### src/rtl/inner_prod_accum.sv
// -----------------------------------------------------------------------------
// inner_prod_accum
//
// Sums windows of signed inner-product samples and queues each finished window
// sum in a 2-entry first-word-fall-through output FIFO.
//
// Optional feature macro: INNER_PROD_ACCUM_SAT_EN
//   defined   -> every addition clips to the signed ACC_WIDTH range and
//                out_sat flags any result in which a clip occurred
//   undefined -> additions wrap modulo 2^ACC_WIDTH, out_sat is always 0
//
// Ports
//   clk              in   clock, rising edge
//   arst_n           in   asynchronous active-low reset
//   clr              in   synchronous clear (partial sum, FIFO, drop_cnt)
//   inner_prod       in   DATA_WIDTH signed sample
//   inner_prod_valid in   sample qualifier, no backpressure
//   accum_len        in   LEN_WIDTH samples per window (0 acts as 1)
//   out_sum          out  ACC_WIDTH signed window sum at FIFO head
//   out_valid        out  FIFO not empty
//   out_ready        in   consumer accept
//   out_sat          out  head result was clipped
//   drop_cnt         out  8-bit saturating count of windows lost to a full FIFO
//   state_dbg        out  FSM state (0 = IDLE, 1 = ACC)
//
// Output handshake: a result transfers on every rising edge where
// out_valid && out_ready; while out_valid && !out_ready, out_sum and out_sat
// hold their value. The input side has no ready: a sample is taken on every
// edge where inner_prod_valid is high.
// -----------------------------------------------------------------------------
module inner_prod_accum #(
    parameter int DATA_WIDTH = 32,
    parameter int ACC_WIDTH  = 40,
    parameter int LEN_WIDTH  = 8
) (
    input  logic                  clk,
    input  logic                  arst_n,
    input  logic                  clr,
    input  logic [DATA_WIDTH-1:0] inner_prod,
    input  logic                  inner_prod_valid,
    input  logic [LEN_WIDTH-1:0]  accum_len,
    output logic [ACC_WIDTH-1:0]  out_sum,
    output logic                  out_valid,
    input  logic                  out_ready,
    output logic                  out_sat,
    output logic [7:0]            drop_cnt,
    output logic                  state_dbg
);

    typedef enum logic {IDLE = 1'b0, ACC = 1'b1} state_t;

    state_t                 state, state_nxt;
    logic [ACC_WIDTH-1:0]   acc, acc_nxt;
    logic [LEN_WIDTH-1:0]   cnt, cnt_nxt;
    logic [LEN_WIDTH-1:0]   len_q, len_nxt;
    logic                   win_sat, win_sat_nxt;
    logic [LEN_WIDTH-1:0]   len_eff;
    logic                   last_in_win;

    logic [ACC_WIDTH-1:0]   sample_ext;
    logic [ACC_WIDTH-1:0]   add_res;
    logic                   add_clip;

    logic                   push;
    logic                   push_req;
    logic [ACC_WIDTH-1:0]   push_sum;
    logic                   push_sat;

    logic [ACC_WIDTH-1:0]   mem_sum [2];
    logic                   mem_sat [2];
    logic                   wr_ptr, rd_ptr;
    logic [1:0]             fcnt;
    logic                   full, pop, push_ok, drop;

    // ---------------------------------------------------------------- datapath
    generate
        if (ACC_WIDTH > DATA_WIDTH) begin : g_ext
            assign sample_ext = {{(ACC_WIDTH-DATA_WIDTH){inner_prod[DATA_WIDTH-1]}}, inner_prod};
        end else begin : g_noext
            assign sample_ext = inner_prod;
        end
    endgenerate

`ifdef INNER_PROD_ACCUM_SAT_EN
    localparam logic [ACC_WIDTH-1:0] ACC_MAX = {1'b0, {(ACC_WIDTH-1){1'b1}}};
    localparam logic [ACC_WIDTH-1:0] ACC_MIN = {1'b1, {(ACC_WIDTH-1){1'b0}}};
    logic [ACC_WIDTH-1:0] raw_sum;

    // Signed overflow: both operands share a sign and the sum's sign differs.
    always_comb begin
        raw_sum  = acc + sample_ext;
        add_clip = (acc[ACC_WIDTH-1] == sample_ext[ACC_WIDTH-1]) &&
                   (raw_sum[ACC_WIDTH-1] != acc[ACC_WIDTH-1]);
        add_res  = add_clip ? (acc[ACC_WIDTH-1] ? ACC_MIN : ACC_MAX) : raw_sum;
    end
`else
    always_comb begin
        add_res  = acc + sample_ext;
        add_clip = 1'b0;
    end
`endif

    assign len_eff     = (accum_len == '0) ? LEN_WIDTH'(1) : accum_len;
    assign last_in_win = ((cnt + LEN_WIDTH'(1)) == len_q);

    // --------------------------------------------------------------------- FSM
    always_ff @(posedge clk or negedge arst_n) begin
        if (!arst_n) state <= IDLE;
        else         state <= state_nxt;
    end

    always_comb begin
        state_nxt = state;
        if (clr) begin
            state_nxt = IDLE;
        end else if (inner_prod_valid) begin
            case (state)
                IDLE:    state_nxt = (len_eff == LEN_WIDTH'(1)) ? IDLE : ACC;
                ACC:     state_nxt = last_in_win ? IDLE : ACC;
                default: state_nxt = IDLE;
            endcase
        end
    end

    // Window bookkeeping and the push request for a completed window.
    always_comb begin
        push        = 1'b0;
        push_sum    = add_res;
        push_sat    = win_sat | add_clip;
        acc_nxt     = acc;
        cnt_nxt     = cnt;
        len_nxt     = len_q;
        win_sat_nxt = win_sat;
        if (inner_prod_valid) begin
            case (state)
                IDLE: begin
                    // accum_len is only sampled here, so mid-window changes wait.
                    len_nxt     = len_eff;
                    acc_nxt     = sample_ext;
                    cnt_nxt     = LEN_WIDTH'(1);
                    win_sat_nxt = 1'b0;
                    if (len_eff == LEN_WIDTH'(1)) begin
                        push     = 1'b1;
                        push_sum = sample_ext;
                        push_sat = 1'b0;
                        acc_nxt  = '0;
                        cnt_nxt  = '0;
                    end
                end
                ACC: begin
                    if (last_in_win) begin
                        push        = 1'b1;
                        acc_nxt     = '0;
                        cnt_nxt     = '0;
                        win_sat_nxt = 1'b0;
                    end else begin
                        acc_nxt     = add_res;
                        cnt_nxt     = cnt + LEN_WIDTH'(1);
                        win_sat_nxt = push_sat;
                    end
                end
                default: ;
            endcase
        end
    end

    assign state_dbg = (state == ACC);

    always_ff @(posedge clk or negedge arst_n) begin
        if (!arst_n) begin
            acc     <= '0;
            cnt     <= '0;
            len_q   <= LEN_WIDTH'(1);
            win_sat <= 1'b0;
        end else if (clr) begin
            acc     <= '0;
            cnt     <= '0;
            len_q   <= LEN_WIDTH'(1);
            win_sat <= 1'b0;
        end else begin
            acc     <= acc_nxt;
            cnt     <= cnt_nxt;
            len_q   <= len_nxt;
            win_sat <= win_sat_nxt;
        end
    end

    // -------------------------------------------------------------- output FIFO
    // clr discards a same-cycle completion along with the sample itself.
    assign push_req  = push && !clr;
    assign out_valid = (fcnt != 2'd0);
    assign full      = (fcnt == 2'd2);
    assign pop       = out_valid && out_ready;
    // When full, the slot being popped is the one written, so push+pop is safe.
    assign push_ok   = push_req && (!full || pop);
    assign drop      = push_req && full && !pop;

    assign out_sum = out_valid ? mem_sum[rd_ptr] : '0;
    assign out_sat = out_valid & mem_sat[rd_ptr];

    always_ff @(posedge clk or negedge arst_n) begin
        if (!arst_n) begin
            for (int i = 0; i < 2; i++) begin
                mem_sum[i] <= '0;
                mem_sat[i] <= 1'b0;
            end
            wr_ptr   <= 1'b0;
            rd_ptr   <= 1'b0;
            fcnt     <= 2'd0;
            drop_cnt <= 8'd0;
        end else if (clr) begin
            wr_ptr   <= 1'b0;
            rd_ptr   <= 1'b0;
            fcnt     <= 2'd0;
            drop_cnt <= 8'd0;
        end else begin
            if (push_ok) begin
                mem_sum[wr_ptr] <= push_sum;
                mem_sat[wr_ptr] <= push_sat;
                wr_ptr          <= ~wr_ptr;
            end
            if (pop) rd_ptr <= ~rd_ptr;
            case ({push_ok, pop})
                2'b10:   fcnt <= fcnt + 2'd1;
                2'b01:   fcnt <= fcnt - 2'd1;
                default: fcnt <= fcnt;
            endcase
            if (drop && (drop_cnt != 8'hFF)) drop_cnt <= drop_cnt + 8'd1;
        end
    end

endmodule

### config.mk
export PLATFORM = sky130hd
export DESIGN_NAME = inner_prod_accum
export DESIGN_NICKNAME = d
export VERILOG_FILES = /design/src/rtl/inner_prod_accum.sv
export SDC_FILE = /design/constraint.sdc
export NUM_CORES = 1
export LEC_CHECK = 0
export BUFFER_PORTS_ARGS = -buffer_cell sky130_fd_sc_hd__buf_2
export CORE_MARGIN = 2
export CORE_UTILIZATION = 35
export CTS_CLUSTER_SIZE = 24
export DETAILED_ROUTE_END_ITERATION = 10
export PLACE_DENSITY_LB_ADDON = 0.15
export SLEW_MARGIN = 20
export SYNTH_ARGS = -nofsm -noshare
export SYNTH_HDL_FRONTEND = slang
export SYNTH_SLANG_ARGS = --single-unit
### constraint.sdc
create_clock -name clk -period 4 [get_ports clk]
set_input_delay 0.6 -clock clk [delete_from_list [all_inputs] [get_ports clk]]
set_output_delay 0.6 -clock clk [all_outputs]
set_load 0.01 [all_outputs]
==> metrics, run 1 <==
area grow syn2layout=15.2%; initial antenna violation count=0; Seq/Total Area, Yosys=between 30% and 40%; worst skew pair latency=0.43 ns; die area=29000 µm²; Comb power frac=26.6%; pre-CTS setup slack=0.404 ns; total CTS buffers=17; VDD IR-drop max=around 0.23 mV; P_sw=0.00166 W; largest net degree at the start of global routing=about 80; Setup WS post-layout=between 0.6 and 0.7 ns; CTS H-tree depth=4; Top delay family on crit path=simple AND/OR/NAND/NOR gates; Num Clock Sinks=151; Seq cells post-synth=151; Initial Util=35.8%; CTS tree=done; die span in y=170 µm; DR pass1 iterations=5; first-pass GRT wire length=45100 µm; clock buffer depth=2; post-CTS sizing=0; placer congestion estimate=0.872; # setup viols final=0; layout cell share with drive strength beyond 1=14.6%; Clock Power Share=33.3%; Mapped Cells=1131; critical path data arrival time=approximately 3.7 ns; met2 Use GR=between 30% and 40%; switch share=~35%; most common cell after layout, fill and taps aside=nand2_1; worst-path fanout max=7; Crit Path Class=reg -> reg; total nets after synthesis=1218; drt first-iter violations=525; ys flop type=dfrtp_1; M3 GR Usage=under 10%; max-cap viol count=0; Clock Skew=0.0104 ns; period utilization=~84%; Fillers=2780; grt total ovfl=0; Synth Cell Area=9670 µm²; Die X=170 µm; Slew @ Worst Pin=0.777 ns; Flop pwr share=40.2%; RSZ-0062 raised after global routing=no; EDFF count, synth=0; antenna cells=0; crit path launch type=flop; hold_buf cts=0; max frequency=297 MHz; nets=1291; io pins=96; Pleak=5.27 nW; Rel. slew slack=around half; ys async rst share=100%; DRT antenna net count=0; Root Driver=clkbuf_16; Clock transition at path regs=0.07 ns; synth warn=0; met1 usage=28.9%; grt peak-use layer=met2; DPL Wire Length=roughly 20000 µm; post-route setup TNS=0 ns; final wirelength=28200 µm; crit end category=flop; minimum clock period after layout=3.36 ns; core area=27000 µm²; Cell variety after synth=68; final-report hold violation count=0; Via density=5.43; HP Class=in -> async; crit path cell chain=ha_1 -> nand3_1 -> nor2_1 -> xnor3_1 -> o2111ai_1 -> o31ai_4 -> and2_2 -> nor3b_4 -> buf_4 -> nor2_1 -> a31oi_1; post-DR wirelength/cell=18.1 µm; status=completed; Vias=8466; worst path required time=4.35 ns; WP buf/inv=1; Largest stage delay, worst path=0.61 ns; commonest non-fill, non-tap cells in the layout=nand2_1, dfrtp_1, nor2_1, o21ai_0, buf_2; total internal power=0.00313 W; P per Cell Area=roughly 430 nW/µm²; overall global routing resource usage=approximately a fifth; IO buf count=95; vias in the first global route=8077; critical path's slowest cell=nor3b_4; DRC violations left=0; cell row count=60; Post-Syn Area per Cell=about 8.6 µm²; final slew viol count=0; most used cell, CP=nor2_1; setup bufs post-CTS=0
==> cell families after synthesis <==
logic type      after synthesis  synth area share (%)
compound gates              329                  21.5
xor+xnor                     51                  4.76
fa+ha+maj                    42                  5.51
buf+inv                      89                  3.58
flops                       151                  39.1
mux                          73                  7.71
simple gates                396                  17.9
==> state kept, by name, summed over array words and instances, names as in the netlist <==
signal / count
mem_sum: 80
drop_cnt: 8
mem_sat: 2
rd_ptr: 1
fcnt: 2
acc: 40
state_dbg: 1
wr_ptr: 1
len_q: 8
cnt: 8
==> metrics by stage <==
step                      hold WS (ns)  cells  area, µm²  power [W]  utilization, %
after global placement           0.451   1524      10500    0.00321            38.9
after global routing             0.306   1558      11100    0.00509            41.2
after CTS                        0.270   1556      11100    0.00482            41.1
final                            0.233   1558      11100    0.00479            41.2
after detailed placement         0.458   1524      10500    0.00322            38.9
after floorplan                  0.304   1131       9670    0.00282               -
==> layer usage <==
layer,up-vias,share of wire [%]
met4,0,1.3
met5,-,0
met1,4100,50
met3,21,3.5
li1,4171,-
met2,174,45
==> power groups by stage <==
stage	registers (W)	logic [W]	clock network [W]
finish	0.00192	0.00127	0.00159
CTS	0.00192	0.00127	0.00162
floorplan	0.00191	0.000913	0
detailed placement	0.00195	0.00126	0
global route	0.00196	0.00144	0.00169
global placement	0.00195	0.00126	0
==> path summary, 6_finish.rpt <==
kind | from | depth (start not counted) | slack, ns | endpoint
max | cnt[0] | 11 | 0.64 | mem_sum[72]
min | arst_n | 1 | 0.23 | len_q[2]
max reg2reg | cnt[0] | 11 | 0.64 | mem_sum[72]
min reg2reg | mem_sum[31] | 2 | 0.47 | mem_sum[31]
max in group asynchronous | arst_n | 2 | 2.87 | mem_sum[22]
min in group clk | accum_len[6] | 3 | 0.42 | len_q[6]
==> cell usage after synthesis (11+ instances only) <==
library cell | count | area (µm²)
nand3_1 | 23 | 115
xnor2_1 | 30 | 263
nor3_1 | 23 | 115
nand2_1 | 163 | 612
a31oi_1 | 14 | 87.6
o21bai_1 | 11 | 82.6
ha_1 | 41 | 513
dfrtp_1 | 150 | 3750
o21ai_0 | 114 | 571
xor2_1 | 20 | 175
a22oi_1 | 19 | 143
nand4_1 | 13 | 81.3
inv_1 | 22 | 82.6
clkbuf_1 | 54 | 203
o21a_1 | 12 | 90.1
a21oi_1 | 85 | 425
nor2_1 | 123 | 462
mux2i_1 | 64 | 641
a21o_1 | 16 | 120
==> area by class of cell <==
type | instances | area, µm² | share of cell area (%)
tap | 341 | 427 | 3.83
clock inverter | 14 | 134 | 1.20
sequential | 151 | 3780 | 33.9
timing repair buffer | 120 | 714 | 6.41
inverter | 23 | 86.3 | 0.775
clock buffer | 18 | 439 | 3.94
multi-input combinational | 891 | 5560 | 49.9
No activity file was read; power rests on OpenSTA's default activity.
==> run 2, diff against run 1 <==
ABC_AREA = 1   (was default)
clock period = 3.15 ns   (was 4 ns; I/O delays follow)
==> run 2 against run 1 <==
Effect of this change: via count up 21%; core utilization decreased by 0.24 points; worst setup slack worse by 0.37 ns; synthesized cell count grew 32%; wire length grew 23%; clock skew is 0.0074 ns higher; critical path depth increased by 8; critical path type unchanged.
==> metrics, run 2 <==
overall global routing resource usage=23.0% (+3.1 points); clock buffer depth=2 (unchanged); worst-path fanout max=4 (-3); worst path required time=3.46 ns (-0.89 ns); Yosys top cell by area=dfrtp_1; Synth area leaders=dfrtp_1, nand2_1, a21oi_1; most instantiated cells after synthesis=nand2_1, dfrtp_1, a21oi_1; Most flops, register=mem_sum; Rel. slew slack=49.1% (+0.93 points); max frequency=347 MHz (+17%); status=completed; DPL Wire Length=25700 µm (+28%); post-route setup TNS=0 ns (unchanged); max reg flops=80 (unchanged); Root Driver=clkbuf_16; total power=0.00691 W (+44%); io pins=96 (unchanged); Clock transition at path regs=0.08 ns (about the same); post-CTS sizing=0 (unchanged); R2R Path End=mem_sum[36]; vias in the first global route=9997 (+24%); die span in y=176 µm (+3.3%); xor and xnor fraction of the mapped netlist area=2.37% (-2.4 points); total CTS buffers=17 (unchanged); minimum clock period after layout=2.88 ns (-0.483 ns); Synth Area in Adders=5.16% (-0.35 points); Seq cells post-synth=151 (unchanged); largest family of logic cells by synthesized area=simple AND/OR/NAND/NOR gates; CTS tree=done; Slew @ Worst Pin=0.763 ns (-0.0139 ns); Via density=5.18 (-4.7%); critical path data arrival time=3.19 ns (-0.52 ns); initial antenna violation count=1 (+1); Pleak=6.05 nW (+15%); complex-gate fraction of the synthesized area=15.9% (-5.6 points); largest net degree at the start of global routing=65 (-20%); HP Class=in -> async; Multi-input gate area=5860 µm² (+5.3%); EDFF count, synth=0 (unchanged); grt total ovfl=0 (unchanged); placer congestion estimate=0.933 (+7.0%); Die X=176 µm (+3.3%); crit end category=flop; Post-Synth Simple-Gate Area=31.7% (+14 points); post-DR wirelength/cell=17.5 µm (-3.2%); Placed Cells=1942 (+27%); layout cell share with drive strength beyond 1=12.3% (-2.3 points); Synth Cell Area=10300 µm² (+6.8%); synth warn=0 (unchanged); antenna cells=0 (unchanged); area grow syn2layout=14.6%; DRC violations left=0 (unchanged); commonest non-fill, non-tap cells in the layout=nand2_1, dfrtp_1, a21oi_1, inv_1, nand3_1; ys flop type=dfrtp_1; Cell variety after synth=41 (-40%); ys async rst share=100% (unchanged); Reg2Reg Depth=19 (+8); Mapped Cells=1491 (+32%); DR pass1 iterations=6 (+1); first-pass GRT wire length=55300 µm (+23%); Num Clock Sinks=151 (unchanged); die area=30900 µm² (+6.6%); Crit Path Class=reg -> reg; cell row count=62 (+3.3%); Fillers=3150 (+13%); start of the worst register-to-register path=acc[0]; Post-Syn Area per Cell=6.93 µm² (-19%); nets=1664 (+29%); crit path launch type=flop; CTS H-tree depth=4 (unchanged); Top Registers=mem_sum x80, acc x40; fin cells=1974 (+27%); IO buf count=95 (unchanged); total nets after synthesis=1578 (+30%); worst skew pair latency=0.43 ns (about the same); r2r setup slk=0.27 ns (-0.37 ns); Vias=10200 (+21%); DRT antenna net count=0 (unchanged); final-report hold violation count=0 (unchanged); Synth top area share=36.3% (-2.5 points); top-count cell post-synth=nand2_1; register cell area after layout=3780 µm² (about the same); period utilization=91.5% (+7.4 points); final slew viol count=0 (unchanged); final wirelength=34600 µm (+23%); drt first-iter violations=805 (+53%); setup bufs post-CTS=0 (unchanged); VDD IR-drop max=0.446 mV (+93%); mux share of post-synthesis cell area=1.36% (-6.4 points); Clock Skew=0.0177 ns (+0.00735 ns); P per Cell Area=584 nW/µm² (+36%); # setup viols final=0 (unchanged); Initial Util=35.8% (about the same); core area=28900 µm² (+6.8%); hold_buf cts=0 (unchanged); max-cap viol count=0 (unchanged); RSZ-0062 raised after global routing=no; Seq/Total Area, Yosys=36.6% (-2.5 points); most common cell after layout, fill and taps aside=nand2_1
[run 2: changes by cell type in the layout (fill, tap and decap cells not counted), sizes merged, moves of 12 or more]
cell | before | now
nand2 | 163 | 553
nor3 | 24 | 12
o21ai | 115 | 143
mux2i | 64 | 14
nor2 | 123 | 101
inv | 29 | 109
xnor2 | 30 | 6
nand3 | 24 | 103
a22oi | 19 | 0
a21oi | 86 | 120
[run 2: cells by family (layout without fill, tap and decap cells)]
group                    after synthesis  count (layout)
AND/OR/NAND/NOR                      799             799
AO/OA/AOI/OAI                        296             296
buffers and inverters                161             260
flip-flops                           151             151
adder cells (fa/ha/maj)               42              42
XOR/XNOR                              28              28
multiplexers                          14              14
[run 2: power breakdown]
group	leakage [nW]	switching, W	internal [W]
logic	3.75	0.00157	0.000785
registers	2.02	0.000192	0.00226
clock network	0.282	0.000966	0.00113
total	6.05	0.00273	0.00418
[run 2: worst max-delay path by stage]
stage | end | depth (start not counted) | slack (ns) | startpoint
floorplan | mem_sum[36] | 19 | 0.84 | inner_prod[0]
global placement | mem_sum[36] | 20 | 0.07 | inner_prod[0]
detailed placement | mem_sum[36] | 20 | 0.10 | inner_prod[0]
CTS | mem_sum[76] | 19 | 0.30 | acc[0]
global route | mem_sum[36] | 19 | 0.03 | acc[0]
finish | mem_sum[36] | 19 | 0.27 | acc[0]
[run 2: through the flow]
stage	area (µm²)	utilization, %	setup WS, ns	hold slack [ns]
after floorplan	10300	-	0.840	0.177
after global placement	11200	39.0	0.0743	0.462
after detailed placement	11200	39.0	0.104	0.465
after CTS	11800	41.0	0.305	0.0588
after global routing	11800	41.0	0.0345	0.0620
final	11800	41.0	0.269	0.0394
[run 2: critical path: stages, from the launching register on]
cell     delay (ns)
dfrtp_1        0.37
ha_1           0.29
inv_1          0.09
fa_1           0.43
inv_1          0.12
nand3_1        0.07
nand2_1        0.12
nand3_1        0.08
nand2_1        0.19
nand2_1        0.08
nand2_1        0.14
nand2_1        0.09
nand2_1        0.11
nand2_1        0.11
nand2_1        0.09
nand2_1        0.07
nand3_1        0.07
nand2_1        0.09
nand2_1        0.08
nand2_1        0.06
[run 2: layer usage]
layer	up-vias	GRT usage (%)	part of all wire, %
li1	5080	-	-
met1	4814	33.3	49
met2	275	35.7	44
met3	49	3.29	4.7
met4	2	6.71	2.1
met5	-	0	0.026
[run 2: cell type report]
class	instances	share of cell area (%)
tap	384	4.06
clock inverter	14	1.34
inverter	104	3.30
clock buffer	18	3.63
sequential	151	31.9
multi-input combinational	1179	49.5
timing repair buffer	124	6.23
==> run 3, diff against run 2 <==
BUFFER_PORTS_ARGS = default   (was -buffer_cell sky130_fd_sc_hd__buf_2)
DONT_BUFFER_PORTS = 1   (was default)
==> run 3 against run 2 <==
Effect of this change: the flow now finishes with violations (negative hold slack); non-clock buffer count fell by 102; clock skew down 0.0023 ns; final area fell by 4.4%; first-iteration DRC count increased by 13%; critical path depth is the same; power decreased by 2.4%; combinational power shrank 11%; sequential power barely moved; critical endpoint unchanged; largest cell class unchanged; highest routed layer is now met4.
==> metrics, run 3 (same netlist as run 2, synthesis figures left out) <==
critical path's slowest cell=fa_1; start of the worst register-to-register path=acc[0]; Top Registers=mem_sum x80, acc x40; post-CTS sizing=0 (unchanged); core area=28900 µm² (unchanged); period utilization=91.1% (-0.35 points); drt first-iter violations=908 (+13%); final hold slack=-0.260 ns (-0.299 ns); Via density=5.22 (+0.81%); crit path launch type=flop; final slew viol count=0 (unchanged); r2r setup slk=0.28 ns (about the same); post-DR wirelength/cell=18.3 µm (+4.2%); DR pass1 iterations=7 (+1); Initial Util=35.8% (unchanged); io pins=96 (unchanged); largest net degree at the start of global routing=152 (+130%); max frequency=348 MHz (+0.39%); Crit Path Class=reg -> reg; crit end category=flop; commonest non-fill, non-tap cells in the layout=nand2_1, dfrtp_1, a21oi_1, inv_1, nand3_1; crit path cell chain=ha_1 -> inv_1 -> fa_1 -> inv_1 -> nand3_1 -> nand2_1 -> nand3_1 -> nand2_1 -> nand2_1 -> nand2_1 -> nand2_1 -> nand2_1 -> nand2_1 -> nand2_1 -> nand2_1 -> nand3_1 -> nand2_1 -> nand2_1 -> nand2_1; R2R Path End=mem_sum[36]; Num Clock Sinks=151 (unchanged); fin util=39.2% (-1.8 points); # setup viols final=0 (unchanged); worst-path fanout max=4 (unchanged); critical path data arrival time=3.18 ns (about the same); DRC violations left=0 (unchanged); placer congestion estimate=0.898 (-3.7%); HP Class=in -> async; fin cells=1872 (-5.2%); post-route setup TNS=0 ns (unchanged); Most flops, register=mem_sum; P per Cell Area=596 nW/µm² (+2.1%); worst path required time=3.46 ns (about the same); Root Driver=clkbuf_16; DPL Wire Length=24800 µm (-3.7%); final-report hold violation count=151 (+151); cell row count=62 (unchanged); minimum clock period after layout=2.87 ns (-0.0111 ns); die span in y=176 µm (unchanged); CTS H-tree depth=4 (unchanged); Die X=176 µm (unchanged); grt total ovfl=0 (unchanged); status=finished, violations left; antenna cells=0 (unchanged); RSZ-0062 raised after global routing=no; DRT antenna net count=0 (unchanged); CTS tree=done; first-pass GRT wire length=54300 µm (-1.8%); Largest stage delay, worst path=0.43 ns (about the same); failing checks=negative hold slack; worst skew pair latency=0.43 ns (about the same); clock buffer depth=2 (unchanged); max-cap viol count=0 (unchanged); Clock Skew=0.0155 ns (-0.00229 ns); Slew @ Worst Pin=0.722 ns (-0.0412 ns); Clock transition at path regs=0.07 ns (about the same); Vias=9770 (-4.4%); initial antenna violation count=0 (-1); layout cell share with drive strength beyond 1=6.38% (-5.9 points); max reg flops=80 (unchanged); setup bufs post-CTS=0 (unchanged); IO buf count=0 (-100%); final wirelength=34200 µm (-1.2%); Placed Cells=1840 (-5.3%); Rel. slew slack=51.7% (+2.6 points); nets=1562 (-6.1%); area grow syn2layout=9.49%; overall global routing resource usage=22.6% (-0.36 points); VDD IR-drop max=0.404 mV (-9.3%); most common cell after layout, fill and taps aside=nand2_1; most used cell, CP=nand2_1; Reg2Reg Depth=19 (unchanged); vias in the first global route=9608 (-3.9%); die area=30900 µm² (unchanged); Pleak=5.57 nW (-7.9%); total CTS buffers=17 (unchanged)
==> run 3: cell types whose count changed in the layout (fill, tap and decap cells not counted) <==
cell        previous run  this run
buf_2                 94         0
buf_4                 26        20
clkbuf_8               0         2
inv_8                  4         2
buf_12                 3         2
buf_6                  1         0
bufinv_16              1         2
clkbuf_1               1         0
clkinv_4               3         2
clkinv_8               1         0
clkinvlp_4             2         3
inv_6                  3         4
==> run 3: metal layers <==
layer | wire (µm) | global-route usage [%]
met5 | 0 | 0
met3 | 2020 | 4.89
met2 | 15400 | 35.4
met1 | 16100 | 31.9
met4 | 606 | 5.58
==> run 3: critical path: cells and delay by family, from the launching register on <==
family | cells | cell delay [ns]
AND/OR/NAND/NOR | 15 | 1.46
buffers and inverters | 2 | 0.22
adder cells (fa/ha/maj) | 2 | 0.72
flip-flops | 1 | 0.35
==> run 3: power by group <==
part	switching (W)	internal [W]
Clock	0.000941	0.00124
Combinational	0.00146	0.000650
Sequential	0.000189	0.00226
Total	0.00259	0.00415
==> run 3: through the flow <==
step | setup WS [ns] | hold WS [ns] | power, W | instance area (µm²)
after floorplan | 0.840 | 0.177 | 0.00395 | 10300
after global placement | 0.195 | 0.184 | 0.00457 | 10700
after detailed placement | 0.200 | 0.184 | 0.00458 | 10700
after CTS | 0.285 | -0.279 | 0.00678 | 11300
after global routing | 0.0477 | -0.292 | 0.00716 | 11300
final | 0.280 | -0.260 | 0.00674 | 11300
==> run 3: area by class of cell <==
class                   instances  area [µm²]
clock inverters                13         158
repair buffers                 22         190
multi-input cells            1179        5860
fillers                      3104       17600
well taps                     384         480
flip-flops and latches        151        3780
clock buffers                  19         453
inverters                     104         390
==> run 3: how the worst max path moves through the flow <==
stage	slack, ns	end	cells past startpoint	startpoint
floorplan	0.84	mem_sum[36]	19	inner_prod[0]
global placement	0.20	mem_sum[36]	19	inner_prod[0]
detailed placement	0.20	mem_sum[36]	19	inner_prod[0]
CTS	0.28	mem_sum[36]	19	acc[0]
global route	0.05	mem_sum[36]	19	acc[0]
finish	0.28	mem_sum[36]	19	acc[0]
